File: src/rtl/oam_scan_arbiter.sv
// oam_scan_arbiter
// Four-way fixed-priority arbiter for a single synchronous OAM port
// (DMA > SCAN > RENDER > CPU) with a built-in per-line sprite scan counter,
// range checking, CPU read return and blocked-access reporting.
module oam_scan_arbiter #(
    parameter int N_ENTRIES   = 40,
    parameter int ENTRY_BYTES = 4,
    parameter int AW          = 8,
    parameter int DW          = 8,
    parameter int SCAN_CYCLES = 2,
    parameter int IW          = $clog2(N_ENTRIES)
) (
    input  logic          clk,
    input  logic          reset,

    input  logic          scan_start,
    output logic          scan_busy,
    output logic          scan_done,
    output logic [IW-1:0] scan_idx,

    input  logic          render_active,
    input  logic [AW-1:0] render_a,

    input  logic          dma_run,
    input  logic          dma_wr,
    input  logic [AW-1:0] dma_a,
    input  logic [DW-1:0] dma_d,

    input  logic          cpu_rd,
    input  logic          cpu_wr,
    input  logic [AW-1:0] cpu_a,
    input  logic [DW-1:0] cpu_d,
    output logic [DW-1:0] cpu_q,
    output logic          cpu_rd_valid,
    output logic          cpu_blocked,

    output logic [AW-1:0] oam_a,
    output logic [DW-1:0] oam_d,
    output logic          oam_cs,
    output logic          oam_we,
    input  logic [DW-1:0] oam_q,
    output logic [1:0]    src
);

    // Phase counter width; a single-cycle scan still keeps one bit.
    localparam int PW  = (SCAN_CYCLES > 1) ? $clog2(SCAN_CYCLES) : 1;
    // Byte-offset bits inside an entry; the scan always addresses byte 0.
    localparam int EBW = $clog2(ENTRY_BYTES);
    // One extra bit so the limit can equal 2**AW without wrapping.
    localparam logic [AW:0] LIMIT = (AW+1)'(N_ENTRIES * ENTRY_BYTES);

    localparam logic [PW-1:0] PHASE_LAST = PW'(SCAN_CYCLES - 1);
    localparam logic [IW-1:0] IDX_LAST   = IW'(N_ENTRIES - 1);

    localparam logic [1:0] SRC_CPU    = 2'd0;
    localparam logic [1:0] SRC_RENDER = 2'd1;
    localparam logic [1:0] SRC_SCAN   = 2'd2;
    localparam logic [1:0] SRC_DMA    = 2'd3;

    typedef enum logic {
        S_IDLE,
        S_SCAN
    } state_t;

    state_t        r_state;
    state_t        w_state_n;
    logic [IW-1:0] r_idx;
    logic [IW-1:0] w_idx_n;
    logic [PW-1:0] r_phase;
    logic [PW-1:0] w_phase_n;
    logic          r_done;
    logic          w_done_n;

    logic [AW-1:0] w_scan_a;
    logic [AW-1:0] w_a;
    logic [DW-1:0] w_d;
    logic          w_req_cs;
    logic          w_req_we;
    logic          w_in_range;
    logic          w_cpu_req;
    logic          w_cpu_ok;
    logic          w_cpu_rd_only;

    logic          r_rd_pend;
    logic          r_rd_ok;
    logic [DW-1:0] r_q_hold;
    logic [DW-1:0] w_cpu_q;

    // Scan state, entry index, phase and done pulse; reset aborts any scan.
    always_ff @(posedge clk) begin
        if (reset) begin
            r_state <= S_IDLE;
            r_idx   <= '0;
            r_phase <= '0;
            r_done  <= 1'b0;
        end else begin
            r_state <= w_state_n;
            r_idx   <= w_idx_n;
            r_phase <= w_phase_n;
            r_done  <= w_done_n;
        end
    end

    // Scan next-state: phase steps every clock, index steps at phase wrap,
    // last entry's last phase returns to idle with a one-cycle done pulse.
    always_comb begin
        w_state_n = r_state;
        w_idx_n   = r_idx;
        w_phase_n = r_phase;
        w_done_n  = 1'b0;
        case (r_state)
            S_IDLE: begin
                if (scan_start) begin
                    w_state_n = S_SCAN;
                    w_idx_n   = '0;
                    w_phase_n = '0;
                end
            end
            S_SCAN: begin
                if (r_phase == PHASE_LAST) begin
                    w_phase_n = '0;
                    if (r_idx == IDX_LAST) begin
                        w_state_n = S_IDLE;
                        w_idx_n   = '0;
                        w_done_n  = 1'b1;
                    end else begin
                        w_idx_n = r_idx + IW'(1);
                    end
                end else begin
                    w_phase_n = r_phase + PW'(1);
                end
            end
            default: begin
                w_state_n = S_IDLE;
                w_idx_n   = '0;
                w_phase_n = '0;
            end
        endcase
    end

    // Scan status outputs and the entry base address.
    always_comb begin
        scan_busy = (r_state == S_SCAN);
        scan_done = r_done;
        scan_idx  = r_idx;
        w_scan_a  = AW'(r_idx) << EBW;
    end

    // Fixed-priority owner select and OAM port drive with range gating.
    always_comb begin
        src      = SRC_CPU;
        w_a      = cpu_a;
        w_d      = cpu_d;
        w_req_cs = cpu_rd | cpu_wr;
        w_req_we = cpu_wr;
        if (dma_run) begin
            src      = SRC_DMA;
            w_a      = dma_a;
            w_d      = dma_d;
            w_req_cs = 1'b1;
            w_req_we = dma_wr;
        end else if (scan_busy) begin
            src      = SRC_SCAN;
            w_a      = w_scan_a;
            w_req_cs = 1'b1;
            w_req_we = 1'b0;
        end else if (render_active) begin
            src      = SRC_RENDER;
            w_a      = render_a;
            w_req_cs = 1'b1;
            w_req_we = 1'b0;
        end
        w_in_range = ({1'b0, w_a} < LIMIT);
        oam_a      = w_a;
        oam_d      = w_d;
        oam_cs     = w_req_cs & w_in_range;
        oam_we     = w_req_we & w_in_range;
    end

    // CPU grant and blocked report; when src is CPU, w_in_range checks cpu_a.
    always_comb begin
        w_cpu_req     = cpu_rd | cpu_wr;
        w_cpu_ok      = (src == SRC_CPU) & w_in_range;
        cpu_blocked   = w_cpu_req & ~w_cpu_ok;
        w_cpu_rd_only = cpu_rd & ~cpu_wr;
    end

    // Read-return tracking: pending flag, grant flag and held read data.
    always_ff @(posedge clk) begin
        if (reset) begin
            r_rd_pend <= 1'b0;
            r_rd_ok   <= 1'b0;
            r_q_hold  <= '1;
        end else begin
            r_rd_pend <= w_cpu_rd_only;
            r_rd_ok   <= w_cpu_rd_only & w_cpu_ok;
            if (r_rd_pend) begin
                r_q_hold <= w_cpu_q;
            end
        end
    end

    // oam_q only arrives in the return cycle, so that cycle forwards it
    // (or all-ones for a denied read) and the hold register keeps it after.
    always_comb begin
        if (r_rd_pend) begin
            w_cpu_q = r_rd_ok ? oam_q : '1;
        end else begin
            w_cpu_q = r_q_hold;
        end
        cpu_q        = w_cpu_q;
        cpu_rd_valid = r_rd_pend;
    end

endmodule

File: config.mk
export PLATFORM = sky130hd
export DESIGN_NAME = oam_scan_arbiter
export DESIGN_NICKNAME = d
export VERILOG_FILES = /design/src/rtl/oam_scan_arbiter.sv
export SDC_FILE = /design/constraint.sdc
export NUM_CORES = 1
export LEC_CHECK = 0
export CAP_MARGIN = 20
export CORE_UTILIZATION = 35
export DETAILED_ROUTE_END_ITERATION = 8
export GPL_TIMING_DRIVEN = 0
export PLACE_DENSITY = 0.95
export SYNTH_ARGS = -nofsm -noshare
export SYNTH_HDL_FRONTEND = slang
export SYNTH_SLANG_ARGS = --single-unit
File: constraint.sdc
create_clock -name clk -period 5 [get_ports clk]
set_clock_uncertainty 0.15 [all_clocks]
set_input_delay 1 -clock clk [delete_from_list [all_inputs] [get_ports clk]]
set_output_delay 1 -clock clk [all_outputs]
set_load 0.02 [all_outputs]
# Word-level counts from Yosys, hierarchy flattened
# Index checks and enable logic that the tools add are counted.
[classes]
eq_ne = 3
add_sub_neg = 2
order_cmp = 1
bitwise_logic = 11
mux = 27
n_reduce_logical = 3
[op_table]
columns = ["op", "count"]
rows = [
  ["two-way mux 8 bit", 6],
  ["two-way mux 6 bit", 3],
  ["two-way mux 1 bit", 13],
  ["case mux 6 bit (2 select lines)", 1],
  ["< comparator 8 bit (second input constant)", 1],
  ["adder 6 x 1 -> 6 bit (second input constant)", 1],
  ["AND 1 bit", 6],
  ["equality test 6 bit (second input constant)", 1],
  ["two-way mux 2 bit", 2],
  ["NOT 1 bit", 4],
  ["case mux 1 bit (2 select lines)", 2],
  ["OR reduction 3 bit", 1],
  ["logical NOT 2 bit", 1],
  ["!= test 2 x 1 -> 1 bit (second input constant)", 1],
  ["!= test 2 bit (second input constant)", 1],
  ["AND reduction 2 bit", 1],
  ["adder 1 bit (second input constant)", 1],
  ["bitwise OR 1 bit", 1],
]
[totals]
input_bits = 56
out_inout_bits = 38
ff_bits = 19

# Longest topological paths before layout
[depth]
ltp_word = 7
ltp_mapped = 5

# Least setup slack after synthesis
# No wires, ideal clock.
[synth_timing]
path_type = "input port to output port"
from = "input render_active"
to = "output oam_we"
required_time_ns = 3.850
t_arrival_ns = 2.226
path_buffers = 1
setup_slack_ns = 1.624
stages = 5
cell_sequence = "buf_2 mux2i_1 o221ai_4 o21a_1 nor2_1"
[synth_via]
elab_chain_cells = 5
elab_cells_between_ends = 8
[synth_lines]
columns = ["item", "line_no", "text"]
rows = [
  ["start: declaration", "21", "input logic render_active,"],
  ["two-way mux 8 bit", "167", "end else if (render_active) begin"],
  ["two-way mux 8 bit", "162", "end else if (scan_busy) begin"],
  ["two-way mux 8 bit", "156", "if (dma_run) begin"],
  ["via oam_a[6]", "37", "output logic [AW-1:0] oam_a,"],
  ["< comparator 8 bit", "173", "w_in_range = ({1'b0, w_a} < LIMIT);"],
  ["AND 1 bit", "177", "oam_we = w_req_we & w_in_range;"],
  ["end: declaration", "40", "output logic oam_we,"],
]
# The timed path passes the listed nets, and every way through them passes these cells.

# Worst setup path after layout
[layout_timing]
from = "input dma_run"
to = "output cpu_blocked"
[layout_via]
elab_chain_cells = 5
elab_cells_between_ends = 7
[layout_lines]
columns = ["item", "line_no", "text"]
rows = [
  ["start: declaration", "24", "input logic dma_run,"],
  ["two-way mux 8 bit or two-way mux 2 bit (tied branches)", "156", ""],
  ["< comparator 8 bit or logical NOT 2 bit (tied branches)", "173, 183", ""],
  ["AND 1 bit (*)", "183", "w_cpu_ok = (src == SRC_CPU) & w_in_range;"],
  ["NOT 1 bit (*)", "184", "cpu_blocked = w_cpu_req & ~w_cpu_ok;"],
  ["AND 1 bit (*)", "184", ""],
  ["end: declaration", "35", "output logic cpu_blocked,"],
]
# Every way passes the cells marked *; elsewhere a longest branch is shown, timed or not.

==> out/metrics.csv <==
metric;value;unit
row cnt;20;
full die area;0.00360;mm2
mux cell area share after synthesis;17.1;%
CORE AREA;0.00313;mm2
Die W;60.0;um
I/O pin cnt;94;
Root Buffer;clkbuf_4;
Final Cycle Share;86.4;%
Synth Cell Area;0.00118;mm2
Main synth FF type;dfxtp_1;
largest net degree at the start of global routing;12;
number of global-route vias before repair;1404;
fin area;0.00217;mm2
RSZ-0062 raised after global routing;false;
ant diodes;0;
CP Data Arrival Time;3.17;ns
initial antenna violation count;0;
synth warn;0;
clk buf depth;2;
Slew Limit Headroom;72.7;%
CTS Sinks;19;
CTS HTree Levels;1;
startpoint types;input pin;
reg2reg path depth;5;
total negative setup slack;0;ns
first-pass GRT wire length;5.91;mm
Seq/Total Area, Yosys;32.3;%
layout overhead on the synthesized area;84.5;%
Max Cap Viol;0;
layout cells sized above 1;13.7;%
ANT nets after route;0;
Setup violations, final;0;
worst hold path depth;2;
Max VDD drop;0.000102;V
Filler cells;249;
Leak;0.000819;uW
worst min-delay path category;reg2reg;
Post-synth top cells;dfxtp_1 (19), nand2_1 (14), nor2_1 (14), mux2i_1 (10), mux2_2 (9);
Initial Util;37.6;%
TritonCTS clock tree;yes;
Synth Area in Compound Gates;22.8;%
Cell Pwr Density;174;mW/mm2
Slew @ Worst Pin;0.407;ns
Synth Area in Simple Gates;20.1;%
synthesized flop and latch total;19;
Post-Layout Cell Count;277;
Avg WL per Cell;13.1;um
fmax;232;MHz
status;finished, final reports clean;
critical-path maximum fanout;7;
top-area cell type share of the netlist area;32.3;%
Worst Setup End Kind;primary output;
Clock Pin Slew Worst Setup and Hold Paths;0.10;ns
Chip Height;60.0;um
EDFF count, synth;0;
Post-DP Area;0.00214;mm2
placed cell count;273;
area leader, netlist;dfxtp_1;
Total GRT Usage;22.0;%
WP data required;3.85;ns
Post-layout nets;291;
Remaining Overflow, GRT;0;
synthesized instance count;138;
post-CTS setup buffers;0;
minimum clock period;4.32;ns
xor/xnor share of the synthesized area;1.49;%
post-cts repair resize count;0;
vias per cell;5.01;
Post-Syn Nets;195;
DR DRC count;0;
Async SR Flop Fraction;0;%
CTS buffer count;3;
I/O Buffers;91;
Detailed Routing Iterations Pass 1;5;
top cells by area, synth;dfxtp_1 (32%), mux2_2 (8.6%), mux2i_1 (8.5%);
largest family of logic cells by synthesized area;compound AO/OA/AOI/OAI gates;
via count;1388;
post-synthesis cell type count;34;
Adder-Cell Fraction of Synth Area;1.06;%
count of pins over their slew limit;0;
Crit Path Class;in2out;
worst skew pair latency;0.31;ns
count leader, synth;dfxtp_1;
final hold viol count;0;
syn avg cell area;8.52;um2
GPL Wtd Cong;0.783;
initial DRC count;38;
CTS Hold Buffers Added;0;
final wirelength;3.62;mm
DP HPWL;2.97;mm
==> power by group <==
| part | internal, uW | switching [uW] | leakage (uW) | total [uW] |
|---|---|---|---|---|
| combinational | 82.3 | 60.4 | 0.000648 | 143 |
| clock | 29.9 | 49.1 | 0.0000177 | 79.0 |
| sequential | 153 | 2.08 | 0.000154 | 155 |
==> metal layers <==
layer | GRT usage, % | wire length (um) | vias to the layer above
li1 | - | - | 682
met5 | 0 | 0 | -
met3 | 3.46 | 214 | 11
met2 | 39.2 | 1860 | 72
met1 | 25.0 | 1410 | 623
met4 | 11.6 | 128 | 0
==> final timing paths <==
kind                  to  slack [ns]   startpoint
max          cpu_blocked        0.68      dma_run
min          scan_idx[5]        0.42  scan_idx[5]
max reg2reg  scan_idx[5]        3.31  scan_idx[0]
min reg2reg  scan_idx[5]        0.42  scan_idx[5]
==> cells in the final DEF (no fill, tap or decap), types with 4 or more instances in the layout <==
cell type	count
a21oi_1	7
dfxtp_1	19
mux2_2	9
or2_2	8
buf_2	6
mux2i_1	10
clkdlybuf4s50_1	91
nor3_1	4
o21ai_0	6
o22a_1	7
nand2_1	14
nor2_1	14
==> area by class of cell <==
cell class	instances	area, um2	area share, %
timing repair buffer	91	911	42.0
inverter	3	11.3	0.519
clock inverter	1	5.00	0.231
tap	44	55.1	2.54
buffer	9	48.8	2.25
multi-input combinational	107	736	33.9
sequential	19	380	17.5
clock buffer	3	22.5	1.04
==> critical path, stage by stage <==
cell and delay, ns:
clkdlybuf4s50_1 0.57, or2_1 0.33, buf_6 0.15, o221ai_2 0.20, o21ai_1 0.12, a21oi_1 0.16
clkdlybuf4s50_1 0.64
==> logic make-up after synthesis <==
family,Yosys count
AOI/OAI and AO/OA,35
DFF,19
muxes,19
xor gates and xnor gates,2
buffers and inverters,12
adders and majority gates,1
and+or+nand+nor,50
==> metrics by stage <==
step                      hold slack, ns  power [uW]  util (%)  worst slack (ns)
after floorplan                    0.396         220         -              1.62
after global placement             0.390         298      68.5             0.761
after detailed placement           0.395         301      68.5             0.702
after CTS                          0.419         380      69.4             0.699
after global routing               0.450         394      69.4             0.565
final                              0.420         377      69.4             0.682
==> flip-flops by register name (all words and copies together), names as in the netlist <==
name	flops
cpu_rd_valid	1
r_phase	1
r_q_hold	8
r_rd_ok	1
scan_busy	1
scan_done	1
scan_idx	6
Note: power is estimated with default switching activity, not from simulation.
